[src/rtl/falafel_pkg.sv]
// Shared types and widths for the falafel request scheduler.
// Optional statistics are enabled with FALAFEL_SCHED_STATS_EN.
package falafel_pkg;

    localparam int unsigned DATA_W      = 32;
    localparam int unsigned SIZE_W      = 16;
    localparam int unsigned MSG_ID_SIZE = 8;

    typedef logic [SIZE_W-1:0] word_t;

    typedef enum logic {
        OP_ALLOC = 1'b0,
        OP_FREE  = 1'b1
    } sched_op_t;

    typedef enum logic [1:0] {
        ST_IDLE      = 2'd0,
        ST_ISSUE     = 2'd1,
        ST_WAIT_DONE = 2'd2
    } sched_state_t;

    typedef struct packed {
        sched_op_t              op;
        logic [DATA_W-1:0]      data;
        logic [MSG_ID_SIZE-1:0] id;
    } sched_req_t;

    function automatic logic [DATA_W-1:0] zext_size(input word_t size);
        return DATA_W'(size);
    endfunction

endpackage

[src/rtl/falafel_sched_select.sv]
// Free-first selection with an alloc anti-starvation budget, plus the
// streak value to commit if the selected request is actually issued.
module falafel_sched_select
    import falafel_pkg::*;
#(
    parameter int unsigned FREE_BURST = 4,
    parameter int unsigned STREAK_W   = 8
) (
    input  logic                alloc_empty_i,
    input  logic                free_empty_i,
    input  logic [STREAK_W-1:0] streak_i,
    output logic                req_avail_o,
    output sched_op_t           pick_op_o,
    output logic [STREAK_W-1:0] streak_next_o
);

    logic budget_left;

    always_comb begin
        budget_left   = (streak_i < STREAK_W'(FREE_BURST));
        req_avail_o   = !alloc_empty_i || !free_empty_i;
        pick_op_o     = OP_ALLOC;
        streak_next_o = streak_i;

        if (!free_empty_i && (alloc_empty_i || budget_left)) begin
            pick_op_o = OP_FREE;
        end

        if (pick_op_o == OP_FREE) begin
            // The streak only advances while an alloc is actually waiting.
            if (!alloc_empty_i && budget_left) begin
                streak_next_o = streak_i + STREAK_W'(1);
            end
        end else if (!alloc_empty_i) begin
            streak_next_o = '0;
        end
    end

endmodule

[src/rtl/falafel_req_scheduler.sv]
// Pops alloc/free FIFOs and issues one request at a time to the allocator core.
// Define FALAFEL_SCHED_STATS_EN to add handshake and stall counters.
module falafel_req_scheduler
    import falafel_pkg::*;
#(
    parameter int unsigned FREE_BURST = 4,
    parameter int unsigned STREAK_W   = 8
) (
    input  logic                   clk_i,
    input  logic                   rst_ni,
    input  logic                   alloc_fifo_empty_i,
    output logic                   alloc_fifo_read_o,
    input  word_t                  alloc_fifo_dout_size_i,
    input  logic [MSG_ID_SIZE-1:0] alloc_fifo_dout_id_i,
    input  logic                   free_fifo_empty_i,
    output logic                   free_fifo_read_o,
    input  logic [DATA_W-1:0]      free_fifo_dout_i,
    output logic                   core_req_val_o,
    input  logic                   core_req_rdy_i,
    output sched_op_t              core_req_op_o,
    output logic [DATA_W-1:0]      core_req_data_o,
    output logic [MSG_ID_SIZE-1:0] core_req_id_o,
    input  logic                   core_done_i,
`ifdef FALAFEL_SCHED_STATS_EN
    output logic [31:0]            stat_alloc_cnt_o,
    output logic [31:0]            stat_free_cnt_o,
    output logic [31:0]            stat_stall_cnt_o,
`endif
    output logic                   busy_o
);

    sched_state_t        state_q, state_d;
    sched_req_t          req_q, req_d;
    logic [STREAK_W-1:0] streak_q, streak_d;

    logic                req_avail;
    sched_op_t           pick_op;
    logic [STREAK_W-1:0] streak_next;
    logic                alloc_rd, free_rd;
    logic                handshake;

    falafel_sched_select #(
        .FREE_BURST (FREE_BURST),
        .STREAK_W   (STREAK_W)
    ) u_select (
        .alloc_empty_i (alloc_fifo_empty_i),
        .free_empty_i  (free_fifo_empty_i),
        .streak_i      (streak_q),
        .req_avail_o   (req_avail),
        .pick_op_o     (pick_op),
        .streak_next_o (streak_next)
    );

    assign handshake = (state_q == ST_ISSUE) && core_req_rdy_i;

    always_comb begin
        state_d  = state_q;
        req_d    = req_q;
        streak_d = streak_q;
        alloc_rd = 1'b0;
        free_rd  = 1'b0;

        case (state_q)
            ST_IDLE: begin
                if (req_avail) begin
                    state_d  = ST_ISSUE;
                    streak_d = streak_next;
                    if (pick_op == OP_FREE) begin
                        free_rd    = 1'b1;
                        req_d.op   = OP_FREE;
                        req_d.data = free_fifo_dout_i;
                        req_d.id   = '0;
                    end else begin
                        alloc_rd   = 1'b1;
                        req_d.op   = OP_ALLOC;
                        req_d.data = zext_size(alloc_fifo_dout_size_i);
                        req_d.id   = alloc_fifo_dout_id_i;
                    end
                end
            end
            ST_ISSUE: begin
                if (core_req_rdy_i) begin
                    state_d = ST_WAIT_DONE;
                end
            end
            ST_WAIT_DONE: begin
                if (core_done_i) begin
                    state_d = ST_IDLE;
                end
            end
            default: state_d = ST_IDLE;
        endcase
    end

    // Pops are gated by reset so nothing is consumed while the latch is being cleared.
    assign alloc_fifo_read_o = alloc_rd && rst_ni;
    assign free_fifo_read_o  = free_rd && rst_ni;

    always_ff @(posedge clk_i) begin
        if (!rst_ni) begin
            state_q  <= ST_IDLE;
            req_q    <= '0;
            streak_q <= '0;
        end else begin
            state_q  <= state_d;
            req_q    <= req_d;
            streak_q <= streak_d;
        end
    end

    assign core_req_val_o  = (state_q == ST_ISSUE);
    assign core_req_op_o   = req_q.op;
    assign core_req_data_o = req_q.data;
    assign core_req_id_o   = req_q.id;
    assign busy_o          = (state_q != ST_IDLE);

`ifdef FALAFEL_SCHED_STATS_EN
    logic [31:0] alloc_cnt_q, alloc_cnt_d;
    logic [31:0] free_cnt_q, free_cnt_d;
    logic [31:0] stall_cnt_q, stall_cnt_d;

    always_comb begin
        alloc_cnt_d = alloc_cnt_q;
        free_cnt_d  = free_cnt_q;
        stall_cnt_d = stall_cnt_q;
        if (handshake) begin
            if (req_q.op == OP_FREE) begin
                free_cnt_d = free_cnt_q + 32'd1;
            end else begin
                alloc_cnt_d = alloc_cnt_q + 32'd1;
            end
        end
        if ((state_q == ST_ISSUE) && !core_req_rdy_i) begin
            stall_cnt_d = stall_cnt_q + 32'd1;
        end
    end

    always_ff @(posedge clk_i) begin
        if (!rst_ni) begin
            alloc_cnt_q <= '0;
            free_cnt_q  <= '0;
            stall_cnt_q <= '0;
        end else begin
            alloc_cnt_q <= alloc_cnt_d;
            free_cnt_q  <= free_cnt_d;
            stall_cnt_q <= stall_cnt_d;
        end
    end

    assign stat_alloc_cnt_o = alloc_cnt_q;
    assign stat_free_cnt_o  = free_cnt_q;
    assign stat_stall_cnt_o = stall_cnt_q;
`else
    logic unused_handshake;
    assign unused_handshake = handshake;
`endif

endmodule

[config.mk]
export PLATFORM = sky130hd
export DESIGN_NAME = falafel_req_scheduler
export DESIGN_NICKNAME = d
export VERILOG_FILES = /design/src/rtl/falafel_pkg.sv /design/src/rtl/falafel_sched_select.sv /design/src/rtl/falafel_req_scheduler.sv
export SDC_FILE = /design/constraint.sdc
export NUM_CORES = 1
export LEC_CHECK = 0
export CORE_ASPECT_RATIO = 0.7
export CORE_MARGIN = 5
export CORE_UTILIZATION = 40
export CTS_BUF_LIST = sky130_fd_sc_hd__clkbuf_4 sky130_fd_sc_hd__clkbuf_8
export CTS_CLUSTER_DIAMETER = 60
export DETAILED_ROUTE_END_ITERATION = 10
export PLACE_DENSITY = 0.79
export RECOVER_POWER = 25
export SLEW_MARGIN = 20
export SYNTH_ARGS = -nofsm -noshare
export SYNTH_HDL_FRONTEND = slang
export SYNTH_SLANG_ARGS = --single-unit
[constraint.sdc]
create_clock -name clk_i -period 4.3 [get_ports clk_i]
set_input_delay 0.645 -clock clk_i [delete_from_list [all_inputs] [get_ports clk_i]]
set_output_delay 0.645 -clock clk_i [all_outputs]
set_load 0.01 [all_outputs]
== After elaboration in Yosys (flattened, before gate mapping) ==
Index checks and enable logic that the tools add are counted.

* Flip-flop bits (word level): 51
* Input bits: 62
* Output and inout bits: 45
* Word-level logic and storage cells: 42

* Add/subtract/negate cells: 1
* Order comparisons: 1
* Equal/unequal tests: 7
* Mux-type cells: 15
* Reduce and logical (&&, ||, !) cells: 13

{| class="wikitable"
|+ Operators with widths
! cell !! count
|-
| 2-to-1 mux 41 bit || 1
|-
| 2-to-1 mux 8 bit || 3
|-
| adder 8 x 1 -> 8 bit (second input constant) || 1
|-
| less-than comparator 8 x 3 -> 1 bit (second input constant) || 1
|-
| 2-to-1 mux 1 bit || 7
|-
| 2-to-1 mux 2 bit || 3
|-
| != test 2 x 1 -> 1 bit (second input constant) || 3
|-
| case mux 2 bit (3 select lines) || 1
|-
| logical AND 1 bit || 4
|-
| != test 2 bit (second input constant) || 2
|-
| AND reduction 4 bit || 1
|-
| AND reduction 3 bit || 1
|-
| == test 2 x 1 -> 1 bit (second input constant) || 1
|-
| == test 2 bit (second input constant) || 1
|-
| zero test 1 bit || 2
|-
| zero test 2 bit || 1
|-
| logical OR 1 bit || 2
|-
| AND reduction 2 bit || 1
|-
| nonzero test 2 bit || 1
|}

== Logic depth before layout (Yosys ltp) ==
* Word-level depth: 8
* Mapped depth: 6
* Mapped depth without buffers: 5

== Modules after synthesis ==
Synthesis repeated with hierarchy kept, for this count alone.

* Cell total of the unflattened synthesis: 275
* Area total of the unflattened synthesis: 2605.0 µm²

{| class="wikitable"
|+ By module, submodules not included
! module !! instances !! cells each !! area each (µm²) !! seq. area each (µm²)
|-
| falafel_req_scheduler || 1 || 252 || 2467.4 || 1021.0
|-
| falafel_sched_select || 1 || 23 || 137.6 || 0.0
|}

== Least setup slack after synthesis ==
No wires, ideal clock.

* Kind: input-to-output
* Start point: in free_fifo_empty_i
* End point: out free_fifo_read_o
* Data arrival time: 1.709 ns
* Required time: 3.655 ns
* Path slack: 1.946 ns
* Stages on the path: 5
* Path buffers: 2
* Cells stage by stage: or4_4 o21ai_4 and3_1 buf_6 buf_8

* Cells in the longest elaborated chain, start to end: 7
* Elaborated cells on any way between the ends: 8
* Those cells by class: 4 x mux; 4 x reduce/logical

{| class="wikitable"
|+ RTL lines
! item !! RTL line !! RTL
|-
| start: declaration || falafel_req_scheduler.sv:15 || <nowiki>input logic free_fifo_empty_i,</nowiki>
|-
| zero test 1 bit * || falafel_sched_select.sv:21, falafel_sched_select.sv:25 ||
|-
| logical AND 1 bit || falafel_sched_select.sv:25 || <nowiki>if (!free_empty_i && (alloc_empty_i || budget_left)) begin</nowiki>
|-
| 2-to-1 mux 1 bit || falafel_sched_select.sv:25 ||
|-
| 2-to-1 mux 1 bit || falafel_req_scheduler.sv:68 || <nowiki>if (pick_op == OP_FREE) begin</nowiki>
|-
| 2-to-1 mux 1 bit * || falafel_req_scheduler.sv:65 || <nowiki>if (req_avail) begin</nowiki>
|-
| 2-to-1 mux 1 bit * || falafel_req_scheduler.sv:63 || <nowiki>case (state_q)</nowiki>
|-
| logical AND 1 bit * || falafel_req_scheduler.sv:97 || <nowiki>assign free_fifo_read_o = free_rd && rst_ni;</nowiki>
|-
| end: declaration || falafel_req_scheduler.sv:16 || <nowiki>output logic free_fifo_read_o,</nowiki>
|}

Every way passes the cells marked *; elsewhere a longest branch is shown, timed or not.

== Worst setup path after layout ==
* Start point: in rst_ni
* End point: out free_fifo_read_o

* Cells in the longest elaborated chain, start to end: 1

{| class="wikitable"
|+ RTL lines
! item !! RTL line !! RTL
|-
| start: declaration || falafel_req_scheduler.sv:10 || <nowiki>input logic rst_ni,</nowiki>
|-
| logical AND 1 bit || falafel_req_scheduler.sv:97 ||
|}

No other way between the ends.

==> qor.yml <==
route:
  routedWlPerCell_um: 15.52
  drtIter0Drc: 63
  wl_um: 6175
  route.detailed.drc: 0
  wl_met2_um: 2763
  ant_nets: 0
  topRoutingLayerUsed: "met4"
  vias: 2005
  wl_met3_um: 555
  firstDrtPassIters: 4
  wl_met1_um: 2784
  via_per_inst: 5.038
power_and_ir_drop:
  clkPwrFrac: 0.248
  p_switching_uw: 289.6
  worst_ir_drop_vdd_mv: 0.1785
  power_frac_seq: 0.501
  combPwrFrac: 0.251
  cellPowerDensity_nw_per_um2: 330.0
  switching_share: 0.2738
  total_power_mw: 1.058
  p_leak_nw: 1.288
  intPower_uw: 768.3
layout:
  utilization: 0.6667
  register_area_um2: 1021
  multiInputGateArea_um2: 908.4
  filler_cell_count: 435
  layout_common_cells: "84 x clkdlybuf4s50_1, 51 x dfxtp_1, 33 x nand2_1"
  final_layout_size_suffix_gt1_frac: 0.05471
  diodes: 0
  final_common_cell: "clkdlybuf4s50_1"
  stdcell_area_um2: 3206
  instances_no_fill: 398
  syn_to_final_growth_pct: 59.83
  fin_nets: 391
die:
  pin_count: 107
  die_x_um: 94.64
  core_um2: 4808
  row_count: 21
  die_h_um: 69.25
  initial_utilization: 0.4171
  die-area_um2: 6553
placement:
  gp_congestion: 0.7908
  placed_cell_area_um2: 3126
  pre_cts_slack_ns: 0.9835
  placed_cells: 390
  dp_hpwl_um: 4650
  io_buffers: 106
setup_path:
  start_kind: "input pin"
  crit_type: "in -> out"
  cp_max_fo: 30
  critical_path_required_ns: 3.65
  worst_ep_arrival_time_ns: 2.95
  cp-end-kind: "output port"
sta:
  relSlewSlack: 0.2917
  setup_tns_ns: 0
  maxSlewViolCount: 0
  fin_crit_sh: 0.8359
  fin_ws_ns: 0.7058
  whs_ns: 0.4516
  grt_setup_unrepaired: "false"
  finalSetupViolations: 0
  fin_worst_skew_ns: 0.002768
  min_period_ns: 3.594
  fmaxAchievable_mhz: 278.2
  hold_viol_final: 0
  tightest_slew_ns: 1.063
yosys:
  syn_nets: 287
  netlist_instances: 224
  netlist-cell-type-count: 37
  synth_seq_cells: 51
  muxShareOfSynthArea: 0.004991
  synth_compound_area_frac: 0.2514
  syn_area_um2: 2006
  synth_top_area_frac: 0.5090
  synthSimpleGateAreaFrac: 0.1666
  synth_warnings: 0
  synth_seq_area_share: 0.5090
  synth_area_leaders: "dfxtp_1 51%, a21oi_1 8.0%, nand2_1 6.2%"
  synth-xor-area-share: 0.02183
  synth_top_area_cell: "dfxtp_1"
  synthAdderAreaFrac: 0.006238
  synth_top_family_by_area: "compound AO/OA/AOI/OAI gates"
  synth.avg_cell_area_um2: 8.954
clocking:
  htree_levels: 2
  clk_pin_slew_ns: 0.09
  post_cts_buffers: 0
  cts.sinks: 51
  clockBufferDepth: 2
  cts_resized: 0
  cts_root_buffer: "clkbuf_8"
  insertion_delay_ns: 0.29
  cts_tree: "built"
  ctsHoldBuffers: 0
  numCtsBuffers: 5
global_route:
  grt_usage: 0.1911
  antenna_found_initial: 0
  grt_pass1_vias: 1966
  grt_max_degree: 31
  grt_pass1_wl_um: 9811
  gr-total-overflow: 0
run_status:
  status: "completed"
hold_path:
  min_path_type: "reg -> reg"
job:
  max-cap-violations: 0
## cells in the mapped netlist, drive strengths merged
master  count
a21boi     11
a21o        1
a21oi      33
a22o       13
a31oi       1
a32oi       2
a41oi       1
and2        3
and3        4
buf         3
clkbuf     12
dfxtp      51
ha          1
inv         1
mux2i       1
nand2      33
nand2b      1
nand3      11
nand4       1
nor2        9
nor2b       3
nor3        2
nor3b       1
nor4        1
o21a        1
o21ai      16
or3         1
or4         1
xnor2       2
xor2        3
## cell families (layout without fill, tap and decap cells)
logic type / count (synthesis) / after routing
buffers and inverters: 16 / 121
AOI/OAI and AO/OA: 79 / 79
muxes: 1 / 1
and+or+nand+nor: 71 / 71
DFF: 51 / 51
adders and majority gates: 1 / 1
xor gates and xnor gates: 5 / 5
## final timing paths
path                 startpoint  cells past startpoint  slack, ns             endpoint
setup reg to reg    streak_q[5]                      4       2.59  core_req_data_o[30]
setup / recovery         rst_ni                      5       0.71     free_fifo_read_o
hold / removal    core_req_op_o                      1       0.45        core_req_op_o
hold reg to reg   core_req_op_o                      1       0.45        core_req_op_o
## worst max-delay path: stages
cell and delay, ns:
clkdlybuf4s50_1 0.46, clkbuf_1 0.78, and3_1 0.29, buf_4 0.20
clkdlybuf4s50_1 0.56
## per-layer routing
metal | track usage | vias up
met3 | 0.08134 | 6
li1 | - | 996
met4 | 0.04960 | 0
met1 | 0.2502 | 929
met2 | 0.2883 | 74
met5 | 0 | -
## layout make-up
cell class / count / area share
sequential: 51 / 0.3185
multi-input combinational: 157 / 0.2834
clock inverter: 3 / 0.004684
inverter: 1 / 0.001171
clock buffer: 5 / 0.02147
tap: 69 / 0.02693
timing repair buffer: 112 / 0.3439
## power groups by stage
stage	Sequential (mW)	Combinational (mW)	Clock [mW]
final	0.530	0.265	0.263
after global routing	0.536	0.288	0.292
after CTS	0.531	0.274	0.271
after detailed placement	0.542	0.273	0
after global placement	0.540	0.270	0
after floorplan	0.556	0.0974	0
## flip-flops by register name (all words and copies together), names as in the netlist
signal and count:
core_req_data_o 32, core_req_op_o 1, streak_q 8, core_req_id_o 8, state_q 2
Power figures use the tool's default switching activity.
